==> src/rtl/mult_div_seq.sv <==
// Multicycle signed multiply (radix-2 Booth) / signed restoring divide
// sequencer that feeds the HI/LO registers; WIDTH+1 cycles per operation.
module mult_div_seq #(
  parameter int WIDTH = 32
) (
  input  logic             clk,
  input  logic             reset,
  input  logic             start,
  input  logic             op,
  input  logic [WIDTH-1:0] a,
  input  logic [WIDTH-1:0] b,
  output logic             busy,
  output logic             done,
  output logic             hilo_write,
  output logic             div0,
  output logic [WIDTH-1:0] hi,
  output logic [WIDTH-1:0] lo
);

  localparam int CW = $clog2(WIDTH + 1);

  typedef enum logic [1:0] {S_IDLE, S_CALC, S_FIN, S_ERR} state_t;

  state_t           r_state;
  logic [CW-1:0]    r_cnt;
  logic             r_op;
  logic             r_sa;
  logic             r_sb;
  logic [WIDTH-1:0] r_mc;   // MULT: multiplicand; DIV: |divisor|
  logic [WIDTH:0]   r_ph;   // MULT: P_hi (one guard bit); DIV: partial remainder
  logic [WIDTH-1:0] r_pl;   // MULT: P_lo (multiplier); DIV: dividend -> quotient
  logic             r_qm1;
  logic             r_busy;
  logic             r_done;
  logic             r_hilo_write;
  logic             r_div0;
  logic [WIDTH-1:0] r_hi;
  logic [WIDTH-1:0] r_lo;

  logic [WIDTH-1:0] w_a_mag;
  logic [WIDTH-1:0] w_b_mag;
  logic [WIDTH:0]   w_mext;
  logic [WIDTH:0]   w_bsum;
  logic [WIDTH:0]   w_rsh;
  logic [WIDTH:0]   w_trial;
  logic [WIDTH:0]   w_nph;
  logic [WIDTH-1:0] w_npl;
  logic             w_nqm1;
  logic [WIDTH-1:0] w_res_hi;
  logic [WIDTH-1:0] w_res_lo;
  logic             w_last;

  assign w_a_mag = a[WIDTH-1] ? -a : a;
  assign w_b_mag = b[WIDTH-1] ? -b : b;
  assign w_last  = (r_cnt == CW'(WIDTH - 1));

  // The guard bit on P_hi keeps Booth exact for the most negative multiplicand.
  always_comb begin
    w_mext  = {r_mc[WIDTH-1], r_mc};
    w_bsum  = r_ph;
    w_rsh   = {r_ph[WIDTH-1:0], r_pl[WIDTH-1]};
    w_trial = w_rsh - {1'b0, r_mc};
    w_nph   = r_ph;
    w_npl   = r_pl;
    w_nqm1  = r_qm1;
    case ({r_pl[0], r_qm1})
      2'b01:   w_bsum = r_ph + w_mext;
      2'b10:   w_bsum = r_ph - w_mext;
      default: w_bsum = r_ph;
    endcase
    if (!r_op) begin
      w_nph  = {w_bsum[WIDTH], w_bsum[WIDTH:1]};
      w_npl  = {w_bsum[0], r_pl[WIDTH-1:1]};
      w_nqm1 = r_pl[0];
    end else if (!w_trial[WIDTH]) begin
      w_nph = w_trial;
      w_npl = {r_pl[WIDTH-2:0], 1'b1};
    end else begin
      w_nph = w_rsh;
      w_npl = {r_pl[WIDTH-2:0], 1'b0};
    end
    w_res_hi = w_nph[WIDTH-1:0];
    w_res_lo = w_npl;
    if (r_op) begin
      w_res_lo = (r_sa ^ r_sb) ? -w_npl : w_npl;
      w_res_hi = r_sa ? -w_nph[WIDTH-1:0] : w_nph[WIDTH-1:0];
    end
  end

  always_ff @(posedge clk or posedge reset) begin
    if (reset) begin
      r_state      <= S_IDLE;
      r_cnt        <= '0;
      r_op         <= 1'b0;
      r_sa         <= 1'b0;
      r_sb         <= 1'b0;
      r_mc         <= '0;
      r_ph         <= '0;
      r_pl         <= '0;
      r_qm1        <= 1'b0;
      r_busy       <= 1'b0;
      r_done       <= 1'b0;
      r_hilo_write <= 1'b0;
      r_div0       <= 1'b0;
      r_hi         <= '0;
      r_lo         <= '0;
    end else begin
      r_done       <= 1'b0;
      r_hilo_write <= 1'b0;
      r_div0       <= 1'b0;
      case (r_state)
        S_IDLE: begin
          if (start && op && (b == '0)) begin
            r_state <= S_ERR;
            r_busy  <= 1'b1;
            r_done  <= 1'b1;
            r_div0  <= 1'b1;
          end else if (start) begin
            r_state <= S_CALC;
            r_busy  <= 1'b1;
            r_cnt   <= '0;
            r_op    <= op;
            r_ph    <= '0;
            r_qm1   <= 1'b0;
            r_sa    <= a[WIDTH-1];
            r_sb    <= b[WIDTH-1];
            r_mc    <= op ? w_b_mag : a;
            r_pl    <= op ? w_a_mag : b;
          end
        end
        S_CALC: begin
          r_ph  <= w_nph;
          r_pl  <= w_npl;
          r_qm1 <= w_nqm1;
          r_cnt <= r_cnt + CW'(1);
          if (w_last) begin
            r_state      <= S_FIN;
            r_hi         <= w_res_hi;
            r_lo         <= w_res_lo;
            r_done       <= 1'b1;
            r_hilo_write <= 1'b1;
          end
        end
        S_FIN, S_ERR: begin
          r_state <= S_IDLE;
          r_busy  <= 1'b0;
        end
        default: begin
          r_state <= S_IDLE;
          r_busy  <= 1'b0;
        end
      endcase
    end
  end

  assign busy       = r_busy;
  assign done       = r_done;
  assign hilo_write = r_hilo_write;
  assign div0       = r_div0;
  assign hi         = r_hi;
  assign lo         = r_lo;

endmodule
==> config.mk <==
export PLATFORM = sky130hd
export DESIGN_NAME = mult_div_seq
export DESIGN_NICKNAME = d
export VERILOG_FILES = /design/src/rtl/mult_div_seq.sv
export SDC_FILE = /design/constraint.sdc
export NUM_CORES = 1
export LEC_CHECK = 0
export BUFFER_PORTS_ARGS = -buffer_cell sky130_fd_sc_hd__buf_2
export CAP_MARGIN = 10
export CORE_MARGIN = 4
export CORE_UTILIZATION = 67
export DETAILED_ROUTE_END_ITERATION = 12
export PLACE_DENSITY = 0.94
export SLEW_MARGIN = 40
export SYNTH_ARGS = -nofsm -noshare
export SYNTH_HDL_FRONTEND = slang
export SYNTH_SLANG_ARGS = --single-unit
export TNS_END_PERCENT = 20
==> constraint.sdc <==
create_clock -name clk -period 20.7 [get_ports clk]
set_input_delay 3.105 -clock clk [delete_from_list [all_inputs] [get_ports clk]]
set_output_delay 3.105 -clock clk [all_outputs]
set_load 0.005 [all_outputs]
* After elaboration in Yosys (flattened, before gate mapping)
Cells that the tools add are included.
Operators by class: reduce and logical (&&, ||, !) cells 13, div/mod/pow operators 0, multiply operators 0, $lt $le $gt $ge 0, bitwise operators 2, shift operators 0, add/subtract/negate cells 8, mux-type cells 38, eq/ne operators 11
Operators with widths (number):
- 32-bit two-way mux | 11
- 33-bit two-way mux | 4
- 33-bit one-hot mux with 2 select lines | 2
- 32-bit negator | 4
- 32-bit one-hot mux with 2 select lines | 1
- 33-bit adder | 1
- 33-bit by 32-bit subtractor with 33-bit output | 1
- 33-bit subtractor | 1
- 32-bit logical NOT | 1
- 6-bit two-way mux | 2
- 6-bit one-hot mux with 2 select lines | 1
- 1-bit two-way mux | 10
- 2-bit != test (second input constant) | 4
- 6-bit by 1-bit adder with 6-bit output (second input constant) | 1
- 2-bit == test (second input constant) | 3
- 6-bit by 5-bit == test with 1-bit output (second input constant) | 1
- 2-bit two-way mux | 3
- 1-bit one-hot mux with 2 select lines | 3
- 2-bit one-hot mux with 3 select lines | 1
- 2-bit AND reduction | 3
- 3-bit AND reduction | 2
- 2-bit by 1-bit == test with 1-bit output (second input constant) | 2
- 4-bit AND reduction | 1
- 2-bit nonzero test | 2
- other kinds (6) | 7
Storage, ports and cells: memory bits (writable) 0, ROM bits 0, output and inout port bits 68, latch bits 0, logic and storage cells 87, memories kept 0, flip-flop bits (word level) 177, input bits 68

* Longest topological paths before layout
word-level depth 6, gate-level depth with buffers 29, mapped depth without buffers 26

* Least setup slack after synthesis
No wires, ideal clock.
path type input to register, start point input port b[1], end point register r_qm1, cell stages on the path 15, library setup time 101 ps, arrival 6688 ps, setup slack 13912 ps, required time 20599 ps, path buffers 2, cells stage by stage inv_1 ha_1 nand2b_1 or4_1 or2_2 or3_1 or4_1 nand2b_1 or4_1 a21oi_1 or2_1 buf_2 buf_1 a21oi_1 o32ai_1
On the way: word-level cells in the longest chain between the ends 4
RTL lines:
- start, declared | line 11 | input logic [WIDTH-1:0] b,
- 32-bit logical NOT | line 113 | if (start && op && (b == '0)) begin
- 1-bit logical AND | line 113
- 2-bit != test (no line)
- 4-bit AND reduction (no line)
- end signal, assigned | line 134 | r_qm1 <= w_nqm1;
- end, declared | line 32 | logic r_qm1;
No other way between the ends. A chain may end at the register's enable or synchronous reset.

* Final worst setup path
start point register r_pl[31], end point register r_hi[31] (netlist: hi[31])
On the way: word-level cells in the longest chain between the ends 6
RTL lines:
- start, declared | line 31 | logic [WIDTH-1:0] r_pl;
- start signal, assigned | line 128 | r_pl <= op ? w_a_mag : b;
- start signal, assigned | line 133 | r_pl <= w_npl;
- 33-bit by 32-bit subtractor with 33-bit output | line 62 | w_trial = w_rsh - {1'b0, r_mc};
- 33-bit two-way mux (*) | line 75 | end else if (!w_trial[WIDTH]) begin
- 33-bit two-way mux (*) | line 71 | if (!r_op) begin
- 32-bit negator | line 86 | w_res_hi = r_sa ? -w_nph[WIDTH-1:0] : w_nph[WIDTH-1:0];
- 32-bit two-way mux | line 86
- 32-bit two-way mux (*) | line 84 | if (r_op) begin
- end signal, assigned | line 138 | r_hi <= w_res_hi;
- end, declared | line 37 | logic [WIDTH-1:0] r_hi;
Every way passes the cells marked *; elsewhere a longest branch is shown, timed or not.

==> impl_metrics.csv <==
group,metric,value,unit
final_layout,diodes,0,
global_route,antenna_found_initial,1,
critical_path,worst_ep_arrival_time,8.35,ns
floorplan,die_area,26890,um^2
timing,fin_setup_tns,0,ns
synthesis,synthesis.area,16300,um^2
timing,max_freq,0.1257,GHz
clocking,cts_tree,"yes",
synthesis,ys_types,79,
critical_path,path_class,"reg2reg",
floorplan,die_w,164.0,um
global_route,gr-total-overflow,0,
floorplan,initial_core_util,68.83,%
placed_design,portBuffers,135,
synthesis,avgSynthCellArea,7.536,um^2
clocking,cts_hold_buf,0,
global_route,grt_pass1_wl,94.71,mm
synthesis,seq_area_frac_synth,27.17,%
routing,highest_layer,"met4",
floorplan,die_h,164.0,um
timing,slew_viol_final,0,
clocking,clock-root-buffer,"clkbuf_16",
global_route,grt_pass1_vias,17260,
synthesis,yosys_warnings,0,
clocking,cts.htree.levels,4,
synthesis,synth-edff-count,0,
timing,rsz0062_at_grt,"no",
global_route,grt_max_degree,124,
routing,avgViaCountPerCell,7.177,
floorplan,core.rowCount,56,
critical_path,worst_setup_path_end_kind,"flip-flop",
clocking,cts_made_buffers,17,
routing,drt-initial-drc-count,2963,
timing,finalCriticalPeriod,7.956,ns
synthesis,synth_area_leader_cell,"dfrtp_1",
routing,drc_errors,0,
timing,final_hold_viol_count,0,
synthesis,syn_inst,2163,
critical_path,path_max_fanout,38,
floorplan,pin_count,136,
clocking,clkSinkCount,177,
flow_run,cap_violations,0,
clocking,max-clock-path-buffers,2,
routing,wl_met3,6.833,mm
synthesis,yosys_most_used_dff,"dfrtp_1",
min_path,hp-class,"reg2reg",
routing,ant_nets,0,
routing,wl_per_cell,24.15,um
synthesis,async_flop_share,100.0,%
routing,drt-met1-wl,20.72,mm
clocking,cts.clk_slew.worst_paths,0.09,ns
final_layout,layout-drive-gt1-share,10.58,%
synthesis,ys_seq_elements,177,
global_route,track_usage,45.13,%
placed_design,dpl.hpwl,43.59,mm
run_status,status,"finished clean",
clocking,post_cts_buffers,0,
floorplan,core,23680,um^2
routing,via_count,18090,
routing,drt_first_pass_iters,9,
clocking,cts.repair.resized,0,
synthesis,synth_nets,2305,
critical_path,startpoint_type,"flip-flop",
routing,wl_met2,26.76,mm
placed_design,pre_cts_slack,13.14,ns
routing,wirelength,60.89,mm
final_layout,nets,2331,
placed_design,place_congestion,1.073,
timing,worstMarginPinSlew,0.9333,ns
timing,finalCritPeriodShare,38.44,%
timing,clock_skew,0.02718,ns
clocking,insertion_delay,0.47,ns
synthesis,synthTopCellsByArea,"dfrtp_1 27%, o21ai_0 8.0%, nand2_1 7.4%, ha_1 5.5%, xor2_1 5.1%",
timing,finalSetupViolCount,0,
final_layout,area_delta_synth_final,8.497,%
synthesis,synth_top_area_share,27.17,%
critical_path,required,21.10,ns
timing,worst_slack,12.74,ns
timing,slew_headroom,37.21,%
[placed cells by master (no fill, tap or decap), types with 14 or more instances in the layout]
| cell type | Yosys | routed |
|---|---|---|
| ha_1 | 72 | 72 |
| buf_4 | 0 | 20 |
| or3_1 | 23 | 23 |
| nor2b_1 | 17 | 17 |
| clkbuf_16 | 0 | 17 |
| xnor2_1 | 76 | 76 |
| nand3_1 | 46 | 45 |
| nand2b_1 | 21 | 21 |
| or4_1 | 22 | 22 |
| dfrtp_1 | 177 | 175 |
| nand2_1 | 320 | 319 |
| o221ai_1 | 28 | 28 |
| buf_2 | 3 | 134 |
| o211ai_1 | 24 | 24 |
| inv_1 | 71 | 68 |
| nor2_1 | 137 | 136 |
| o21ai_0 | 262 | 259 |
| and3_1 | 22 | 22 |
| a211oi_1 | 23 | 21 |
| xor2_1 | 95 | 94 |
| mux2i_1 | 44 | 44 |
| nand4_1 | 19 | 19 |
| o21a_1 | 15 | 15 |
| nor3_1 | 45 | 44 |
| a21oi_1 | 155 | 155 |
| a22o_1 | 14 | 14 |
| o31ai_1 | 33 | 33 |
| a31oi_1 | 36 | 36 |
| a21o_1 | 30 | 30 |
[layout make-up]
cell class | instances | area (um^2)
multi-input cells | 1766 | 11100
fillers | 1796 | 5997
flip-flops and latches | 177 | 4434
repair buffers | 156 | 843.3
clock buffers | 17 | 425.4
well taps | 319 | 399.1
inverters | 71 | 271.5
clock inverters | 15 | 216.5
[cells in the mapped netlist, types with 44 or more instances]
cell type and count:
a21oi_1 155, nor3_1 45, o21ai_0 262, clkbuf_1 125, dfrtp_1 177, mux2i_1 44
nand2_1 320, nand3_1 46, xnor2_1 76, inv_1 71, xor2_1 95, nor2_1 137
ha_1 72
[final timing paths]
kind	from	endpoint	slack, ns	cells after the start
worst min-delay path	hi[23]	hi[23]	0.48	1
worst max-delay path	r_pl[31]	hi[31]	12.74	25
max in group asynchronous	reset	r_op	16.74	3
worst min register to register	hi[23]	hi[23]	0.48	1
worst max register to register	r_pl[31]	hi[31]	12.74	25
min in group asynchronous	reset	r_mc[16]	2.70	2
[stage by stage]
| stage | util (%) | area, um^2 | cells | hold slack [ns] |
|---|---|---|---|---|
| after floorplan | - | 16300 | 2163 | 0.4659 |
| after global placement | 71.77 | 17000 | 2489 | 0.4558 |
| after detailed placement | 71.89 | 17030 | 2489 | 0.4604 |
| after CTS | 74.60 | 17670 | 2521 | 0.4826 |
| after global routing | 74.68 | 17690 | 2521 | 0.5030 |
| final | 74.68 | 17690 | 2521 | 0.4806 |
[critical path, cell delays in order (launching register included)]
cell and delay [ns]:
dfrtp_1 0.43, inv_1 0.16, ha_1 0.22, inv_1 0.07
fa_1 0.41, a21o_1 0.21, a311o_1 0.47, a21oi_4 0.30
o211ai_1 0.20, a31oi_1 0.30, nor2b_1 0.07, o21ai_0 0.15
nand2b_1 0.08, ha_1 0.27, buf_4 0.38, inv_1 0.45
or3_1 0.45, a21oi_1 0.15, o21ai_1 0.15, a2111oi_2 0.38
or4b_1 0.49, or4_1 0.69, or4_4 0.59, o41a_1 0.40
a211o_1 0.30, a21oi_1 0.12
[flip-flops by register name, indices dropped and copies added, names as in the netlist, 2 cells and up]
name and flops:
hi 32, lo 32, r_cnt 6, r_mc 32, r_ph 33, r_pl 32, r_state 2
[logic make-up (layout without fill, tap and decap cells)]
kind of cell	count (synthesis)	in the layout	synth area share, %
AO/OA/AOI/OAI	735	735	28.46
XOR/XNOR	171	171	9.188
adder cells (fa/ha/maj)	74	74	5.772
buffers and inverters	220	259	5.089
flip-flops	177	177	27.17
multiplexers	52	52	3.255
AND/OR/NAND/NOR	734	734	21.06
[per-layer routing]
metal / vias up / global-route usage (%)
li1: 7929 / -
met1: 8275 / 52.05
met2: 1404 / 70.39
met3: 486 / 11.74
met4: 0 / 37.32
met5: - / 0
Power is not shown: default switching activity piles up to over one toggle a cycle in this logic, so the estimate is an artifact.
